<file path="config.mk">
export PLATFORM = sky130hd
export DESIGN_NAME = retry_inorder_start
export DESIGN_NICKNAME = d
export VERILOG_FILES = /design/src/rtl/retry_pkg.sv /design/src/rtl/retry_id_fifo.sv /design/src/rtl/retry_inorder_start.sv
export SDC_FILE = /design/constraint.sdc
export NUM_CORES = 1
export LEC_CHECK = 0
export BUFFER_PORTS_ARGS = -buffer_cell sky130_fd_sc_hd__buf_2
export CELL_PAD_IN_SITES_DETAIL_PLACEMENT = 0
export CELL_PAD_IN_SITES_GLOBAL_PLACEMENT = 1
export CORE_MARGIN = 3
export CORE_UTILIZATION = 47
export DETAILED_ROUTE_END_ITERATION = 8
export GPL_ROUTABILITY_DRIVEN = 1
export PLACE_DENSITY_LB_ADDON = 0.1
export SYNTH_ARGS = -nofsm -noshare
export SYNTH_HDL_FRONTEND = slang
export SYNTH_SLANG_ARGS = --single-unit
export TNS_END_PERCENT = 100
</file>
<file path="constraint.sdc">
create_clock -name clk_i -period 2.6 [get_ports clk_i]
set_input_delay 0.39 -clock clk_i [delete_from_list [all_inputs] [get_ports clk_i]]
set_output_delay 0.39 -clock clk_i [all_outputs]
set_load 0.01 [all_outputs]
</file>
<file path="src/rtl/retry_pkg.sv">
// Shared definitions for the in-order retry pair.
// No ports. Provides the default ID width and a helper sizing the per-ID
// storage (data memory and retry FIFO both hold one entry per ID value).
package retry_pkg;

  localparam int unsigned DefaultIdSize = 3;

  // Number of distinct IDs, and hence storage entries, for a given ID width.
  function automatic int unsigned id_entries(int unsigned id_size);
    return 32'd1 << id_size;
  endfunction

endpackage

</file>
<file path="src/rtl/retry_id_fifo.sv">
// Synchronous-reset FIFO of element IDs waiting to be re-issued.
// Ports:
//   clk_i, rst_ni   clock, synchronous active-low reset
//   push_i, data_i  enqueue an ID (ignored when full)
//   pop_i, data_o   dequeue the head ID (ignored when empty); data_o is the head
//   full_o, empty_o occupancy flags
//   count_o         number of queued IDs (0 .. 2**Width)
module retry_id_fifo
  import retry_pkg::*;
#(
  parameter int unsigned Width = DefaultIdSize
) (
  input  logic             clk_i,
  input  logic             rst_ni,
  input  logic             push_i,
  input  logic [Width-1:0] data_i,
  input  logic             pop_i,
  output logic [Width-1:0] data_o,
  output logic             full_o,
  output logic             empty_o,
  output logic [Width:0]   count_o
);

  localparam int unsigned Depth = id_entries(Width);

  logic [Width-1:0] mem_q [Depth];
  logic [Width-1:0] head_q, tail_q;
  logic [Width:0]   count_q;
  logic             do_push, do_pop;

  // Depth is a power of two, so the count MSB is set exactly when full.
  assign full_o  = count_q[Width];
  assign empty_o = (count_q == '0);
  assign count_o = count_q;
  assign data_o  = mem_q[head_q];

  assign do_push = push_i & ~full_o;
  assign do_pop  = pop_i & ~empty_o;

  always_ff @(posedge clk_i) begin
    if (!rst_ni) begin
      head_q  <= '0;
      tail_q  <= '0;
      count_q <= '0;
    end else begin
      // Pointers are exactly log2(Depth) wide and wrap on their own.
      if (do_push) tail_q <= tail_q + 1'b1;
      if (do_pop)  head_q <= head_q + 1'b1;
      case ({do_push, do_pop})
        2'b10:   count_q <= count_q + 1'b1;
        2'b01:   count_q <= count_q - 1'b1;
        default: count_q <= count_q;
      endcase
    end
  end

  always_ff @(posedge clk_i) begin
    if (do_push) mem_q[tail_q] <= data_i;
  end

endmodule

</file>
<file path="src/rtl/retry_inorder_start.sv">
// Upstream half of the in-order retry pair.
// Tags each issued element with a sequential ID, keeps a copy of its data by
// ID, and re-issues failed elements (with fresh IDs, in original order) ahead
// of any new input.
// Ports:
//   clk_i, rst_ni                      clock, synchronous active-low reset
//   data_i, valid_i, ready_o           new elements from upstream
//   data_o, id_o, valid_o, ready_i     elements into the operation
//   retry_id_i, retry_valid_i,
//   retry_ready_o                      retry requests from the end stage
//   retry_lock_i                       end stage in retry mode: no new issue
//   retry_id_feedback_o                ID the latest failed element will get
module retry_inorder_start
  import retry_pkg::*;
#(
  parameter type         DataType = logic,
  parameter int unsigned IDSize   = DefaultIdSize
) (
  input  logic              clk_i,
  input  logic              rst_ni,
  input  DataType           data_i,
  input  logic              valid_i,
  output logic              ready_o,
  output DataType           data_o,
  output logic [IDSize-1:0] id_o,
  output logic              valid_o,
  input  logic              ready_i,
  input  logic [IDSize-1:0] retry_id_i,
  input  logic              retry_valid_i,
  output logic              retry_ready_o,
  input  logic              retry_lock_i,
  output logic [IDSize-1:0] retry_id_feedback_o
);

  localparam int unsigned Depth = id_entries(IDSize);

  logic [IDSize-1:0] next_id_q;
  DataType           mem_q [Depth];

  logic              fifo_full, fifo_empty;
  logic [IDSize-1:0] head_id;
  logic [IDSize:0]   fifo_count;
  logic              replay, issue;

  retry_id_fifo #(
    .Width (IDSize)
  ) u_retry_fifo (
    .clk_i   (clk_i),
    .rst_ni  (rst_ni),
    .push_i  (retry_valid_i),
    .data_i  (retry_id_i),
    .pop_i   (issue & replay),
    .data_o  (head_id),
    .full_o  (fifo_full),
    .empty_o (fifo_empty),
    .count_o (fifo_count)
  );

  assign replay = ~fifo_empty;

  // Queued retries always win over new input; the lock only stalls new input.
  always_comb begin
    data_o  = data_i;
    valid_o = valid_i & ~retry_lock_i;
    ready_o = ready_i & ~retry_lock_i;
    if (replay) begin
      data_o  = mem_q[head_id];
      valid_o = 1'b1;
      ready_o = 1'b0;
    end
  end

  assign id_o  = next_id_q;
  assign issue = valid_o & ready_i;

  // Full is taken from the registered count: a same-cycle pop does not free space.
  assign retry_ready_o = ~fifo_full;

  // A request pushed now queues behind fifo_count entries, each of which takes
  // one ID when re-issued. Truncation gives the modulo-2**IDSize wrap.
  assign retry_id_feedback_o = IDSize'(next_id_q + fifo_count);

  always_ff @(posedge clk_i) begin
    if (!rst_ni) begin
      next_id_q <= '0;
    end else if (issue) begin
      next_id_q <= next_id_q + 1'b1;
    end
  end

  // Storage content is don't-care after reset, so it carries no reset.
  always_ff @(posedge clk_i) begin
    if (issue) mem_q[next_id_q] <= data_o;
  end

endmodule
</file>
Word level (Yosys, flattened, before mapping)
Memories as Yosys holds them, arrays and structs flattened. A register that Yosys moved wholly into a read port is not among the register bits.
Cells that the tools add are included.

storage, ports and cells
  register bits after elaboration = 13
  memory bits (writable) = 32
  input port bits = 10
  output and inout bits = 10
  logic and storage cells = 35
  memories = 2

memories
  memory              depth  width  rd ports  clocked after Yosys merged registers in  write ports  line                       source
  u_retry_fifo.mem_q  8      3      1         1                                        1            retry_id_fifo.sv:26        logic [Width-1:0] mem_q [Depth];
  mem_q               8      1      1         0                                        1            retry_inorder_start.sv:38  DataType mem_q [Depth];

cells by class
  $add $sub $neg = 6
  equal/unequal tests = 2
  multiplexer cells = 10
  bitwise logic cells = 9
  reduce and logical (&&, ||, !) cells = 2

operators by type and width
  cell                 count
  $add 3x1->3 const B  3
  $pmux 4 s2           1
  $mux 1               7
  $and 1x1->1          6
  $mux 3               2
  $add 4x1->4 const B  1
  $logic_not 4->1      1
  $sub 4x1->4 const B  1
  $add 3x3->3          1
  $not 1->1            3
  $eq 2x1->1 const B   1
  $eq 2x2->1 const B   1
  $reduce_bool 2->1    1

Depth between registers and ports, before layout
  depth after elaboration = 8
  gate-level depth with buffers = 11

Hierarchy
A second synthesis with hierarchy kept.

unflattened totals
  cells, all modules = 160
  area, all modules = 2187.1 um^2

modules (own cells, without submodules)
  module               times used  cells each  area an instance (um^2)  seq. area each (um^2)
  retry_id_fifo        1           108         1582.8                   980.9
  retry_inorder_start  1           52          604.3                    300.3

Worst setup path after synthesis
No wires, ideal clock.

  path type = reg2reg
  start = reg u_retry_fifo.count_q[2] (netlist: u_retry_fifo.count_o[2])
  end = reg u_retry_fifo.count_q[2] (netlist: u_retry_fifo.count_o[2])
  arrival time = 2.333 ns
  required time = 2.524 ns
  slack = 0.192 ns
  cell stages (with the launch flop) = 12
  period minus slack after synthesis = 2.408 ns
  path through = dfxtp_1 > buf_6 > or4_4 > nand2_1 > inv_1 > ha_1 > xor2_1 > ha_1 > a21oi_1 > xor2_1 > or3_1 > a21boi_0

between the ends
  longest elaborated chain between the ends = 7
  elaborated cells on any way between the ends = 12

ends and longest elaborated chain
  item                                             line                       source
  from (decl)                                      retry_id_fifo.sv:28        logic [Width:0] count_q;
  from (signal assigned)                           retry_id_fifo.sv:50        2'b10: count_q <= count_q + 1'b1;
  from (signal assigned)                           retry_id_fifo.sv:51        2'b01: count_q <= count_q - 1'b1;
  from (signal assigned)                           retry_id_fifo.sv:52        default: count_q <= count_q;
  $logic_not 4->1                                  retry_id_fifo.sv:33        assign empty_o = (count_q == '0);
  $mux 1                                           retry_inorder_start.sv:66  if (replay) begin
  $and 1x1->1                                      retry_inorder_start.sv:74  assign issue = valid_o & ready_i;
  $and 1x1->1                                      retry_inorder_start.sv:52  .pop_i (issue & replay),
  $and 1x1->1                                      retry_id_fifo.sv:38        assign do_pop = pop_i & ~empty_o;
  $eq 2x1->1 or $eq 2x2->1 (tied branches)         retry_id_fifo.sv:49        case ({do_push, do_pop})
  $pmux 4 s2 or $reduce_bool 2->1 (tied branches)  n/a

Parallel ways exist; a longest one is shown, timed or not.
A chain may end at the register's enable or synchronous reset.

==> flow_metrics.env <==
export IMPL_slew_headroom=0.616
export IMPL_clkSinkCount=48
export IMPL_p_leak_uw=0.000934
export IMPL_final_layout_size_suffix_gt1_frac=0.239
export IMPL_num_nets_final=214
export IMPL_maxSlewViolCount=0
export IMPL_hold_class="in2reg"
export IMPL_power_uw=2350
export IMPL_grt_use_total=0.150
export IMPL_root_buffer="clkbuf_8"
export IMPL_fin_util=0.567
export IMPL_required_ns=2.21
export IMPL_clk_pin_slew_ns=0.08
export IMPL_clock_skew_ns=0.00474
export IMPL_num_rows=24
export IMPL_dieArea_um2=5440
export IMPL_yosysTopAreaCell="edfxtp_1"
export IMPL_cap_violations=0
export IMPL_clkLatencyLatePin_ns=0.30
export IMPL_die_w_um=73.8
export IMPL_portBuffers=19
export IMPL_r2r_start="u_retry_fifo.count_o[1]"
export IMPL_layout_min_cycle_time_ns=2.55
export IMPL_worst_pin_slew_ns=0.572
export IMPL_grt_max_degree=15
export IMPL_diodes=0
export IMPL_synthTopCellsByCount="32 x edfxtp_1, 16 x dfxtp_1, 15 x nand2_1"
export IMPL_hold_start="retry_id_i[1]"
export IMPL_holdWs_ns=0.362
export IMPL_core_um2=4380
export IMPL_hold_violations=0
export IMPL_via_per_inst=5.08
export IMPL_synth_seq_cells=48
export IMPL_pin_count=20
export IMPL_cts_buffers_inserted=5
export IMPL_wirelength_um=3560
export IMPL_clockBufferDepth=2
export IMPL_synthArstFlopShare=0
export IMPL_startpoint_type="flip-flop"
export IMPL_crit_arrival_ns=2.16
export IMPL_area_growth_syn_to_layout_pct=15.1
export IMPL_initial_core_util=0.493
export IMPL_drt_iter0_drc=111
export IMPL_rsz0062_at_grt="true"
export IMPL_grt_pass1_vias=1260
export IMPL_design_area_um2=2480
export IMPL_drc=0
export IMPL_setup_viol=0
export IMPL_status="finished clean"
export IMPL_synth_edf_count=32
export IMPL_synthesis_area_um2=2160
export IMPL_yosys_top_cells_area="edfxtp_1 44%, dfxtp_1 15%, mux2i_1 6.5%, mux4_2 5.2%, ha_1 4.1%"
export IMPL_hpwlAfterDp_um=2810
export IMPL_grt_overflow=0
export IMPL_fmax_ghz=0.392
export IMPL_routedWlPerCell_um=14.3
export IMPL_cp_end_kind="output port"
export IMPL_yosys_warnings=0
export IMPL_die_y_um=73.8
export IMPL_ir_drop_mv=0.477
export IMPL_synth_avg_cell_area_um2=12.9
export IMPL_firstDrtPassIters=4
export IMPL_vias=1265
export IMPL_postCtsHoldBufs=0
export IMPL_ant_nets=0
export IMPL_cellPowerDensity_nw_per_um2=947
export IMPL_antenna_found_initial=0
export IMPL_fin_crit_sh=0.982
export IMPL_place_area_um2=2330
export IMPL_syn_instance_count=167
export IMPL_ys_seq_area_frac=0.593
export IMPL_syn_nets=185
export IMPL_synth_main_ff_cell="edfxtp_1"
export IMPL_gp_congestion=0.752
export IMPL_cts_tree="built"
export IMPL_ys_types=30
export IMPL_htree_levels=2
export IMPL_grt_first_pass_wirelength_um=5930
export IMPL_crit_type="reg2out"
export IMPL_synth_top_area_frac=0.445
export IMPL_cp_max_fo=4
export IMPL_synth_most_common_cell="edfxtp_1"
-- power by group --
group	leakage [uW]	switching, uW	internal (uW)	total, uW
logic	0.000457	402	413	815
clock network	0.0000552	234	285	519
registers	0.000422	79.7	941	1020
-- path summary, 6_finish.rpt --
path                         endpoint  cells past startpoint  slack [ns]
max                            data_o                      8        0.05
min          u_retry_fifo.mem_q[4][1]                      1        0.36
min reg2reg    u_retry_fifo.head_q[1]                      2        0.50
max reg2reg   u_retry_fifo.count_o[2]                     10        0.15
-- critical path: stages (launching register included) --
cell,delay [ns]
dfxtp_4,0.37
buf_6,0.12
mux2i_1,0.12
mux4_2,0.56
mux2i_1,0.16
mux2i_1,0.13
mux2i_1,0.09
a21oi_1,0.17
buf_2,0.16
-- registers in the layout, indices dropped and copies added (netlist names), named ones only --
name and cells:
u_retry_fifo.tail_q 3, u_retry_fifo.count_o 4, u_retry_fifo.head_q 3, u_retry_fifo.mem_q 24
mem_q 8, id_o 3
-- timing repair --
action / 4_1_cts / 5_1_grt
resized for setup: 5 / 4
setup buffers: 1 / 0
cloned: 0 / 0
endpoints found under the hold margin: 0 / 0
endpoints found under the setup margin: 1 / 2
pin swaps: 1 / 0
-- kinds of logic after synthesis --
family                     after synthesis  synth area share
AOI/OAI and AO/OA                       13            0.0377
xor gates and xnor gates                10            0.0406
adders and majority gates                8            0.0498
buffers and inverters                   12            0.0284
DFF                                     48             0.593
muxes                                   19             0.117
and+or+nand+nor                         57             0.133
-- layout by cell type (no fill, tap or decap), types with 2 or more instances in the layout --
| cell type | instances |
|---|---|
| edfxtp_1 | 32 |
| nor2b_1 | 3 |
| buf_4 | 4 |
| xor2_1 | 3 |
| inv_1 | 8 |
| nand2_2 | 2 |
| xnor2_1 | 7 |
| o21ai_0 | 2 |
| nand2b_1 | 7 |
| ha_1 | 7 |
| buf_2 | 19 |
| nand2_1 | 14 |
| nor3_1 | 5 |
| dfxtp_1 | 13 |
| mux2i_1 | 13 |
| dfxtp_2 | 2 |
| buf_6 | 2 |
| nor2_1 | 14 |
| clkbuf_8 | 5 |
| a21oi_1 | 3 |
| mux4_2 | 5 |
| a21boi_0 | 4 |
| and2_1 | 7 |
-- area by class of cell --
cell class	count	area [um^2]
Clock buffer	6	72.6
Timing Repair Buffer	26	168
Clock inverter	2	35.0
Multi-Input combinational cell	107	827
Inverter	8	30.0
Fill cell	373	1900
Sequential cell	48	1290
Tap cell	52	65.1
-- layer usage --
metal,GRT usage,part of all wire
met5,0,0
met4,0.0845,0.018
met3,0.0287,0.035
met2,0.233,0.51
met1,0.196,0.44
-- metrics by stage --
stage	cells	setup slack, ns	setup TNS, ns
finish	249	0.0462	0
global route	249	-0.0832	-0.0993
CTS	249	-0.00931	-0.00931
detailed placement	240	0.0621	0
global placement	240	0.128	0
floorplan	167	0.192	0
No activity file was read; power rests on OpenSTA's default activity.
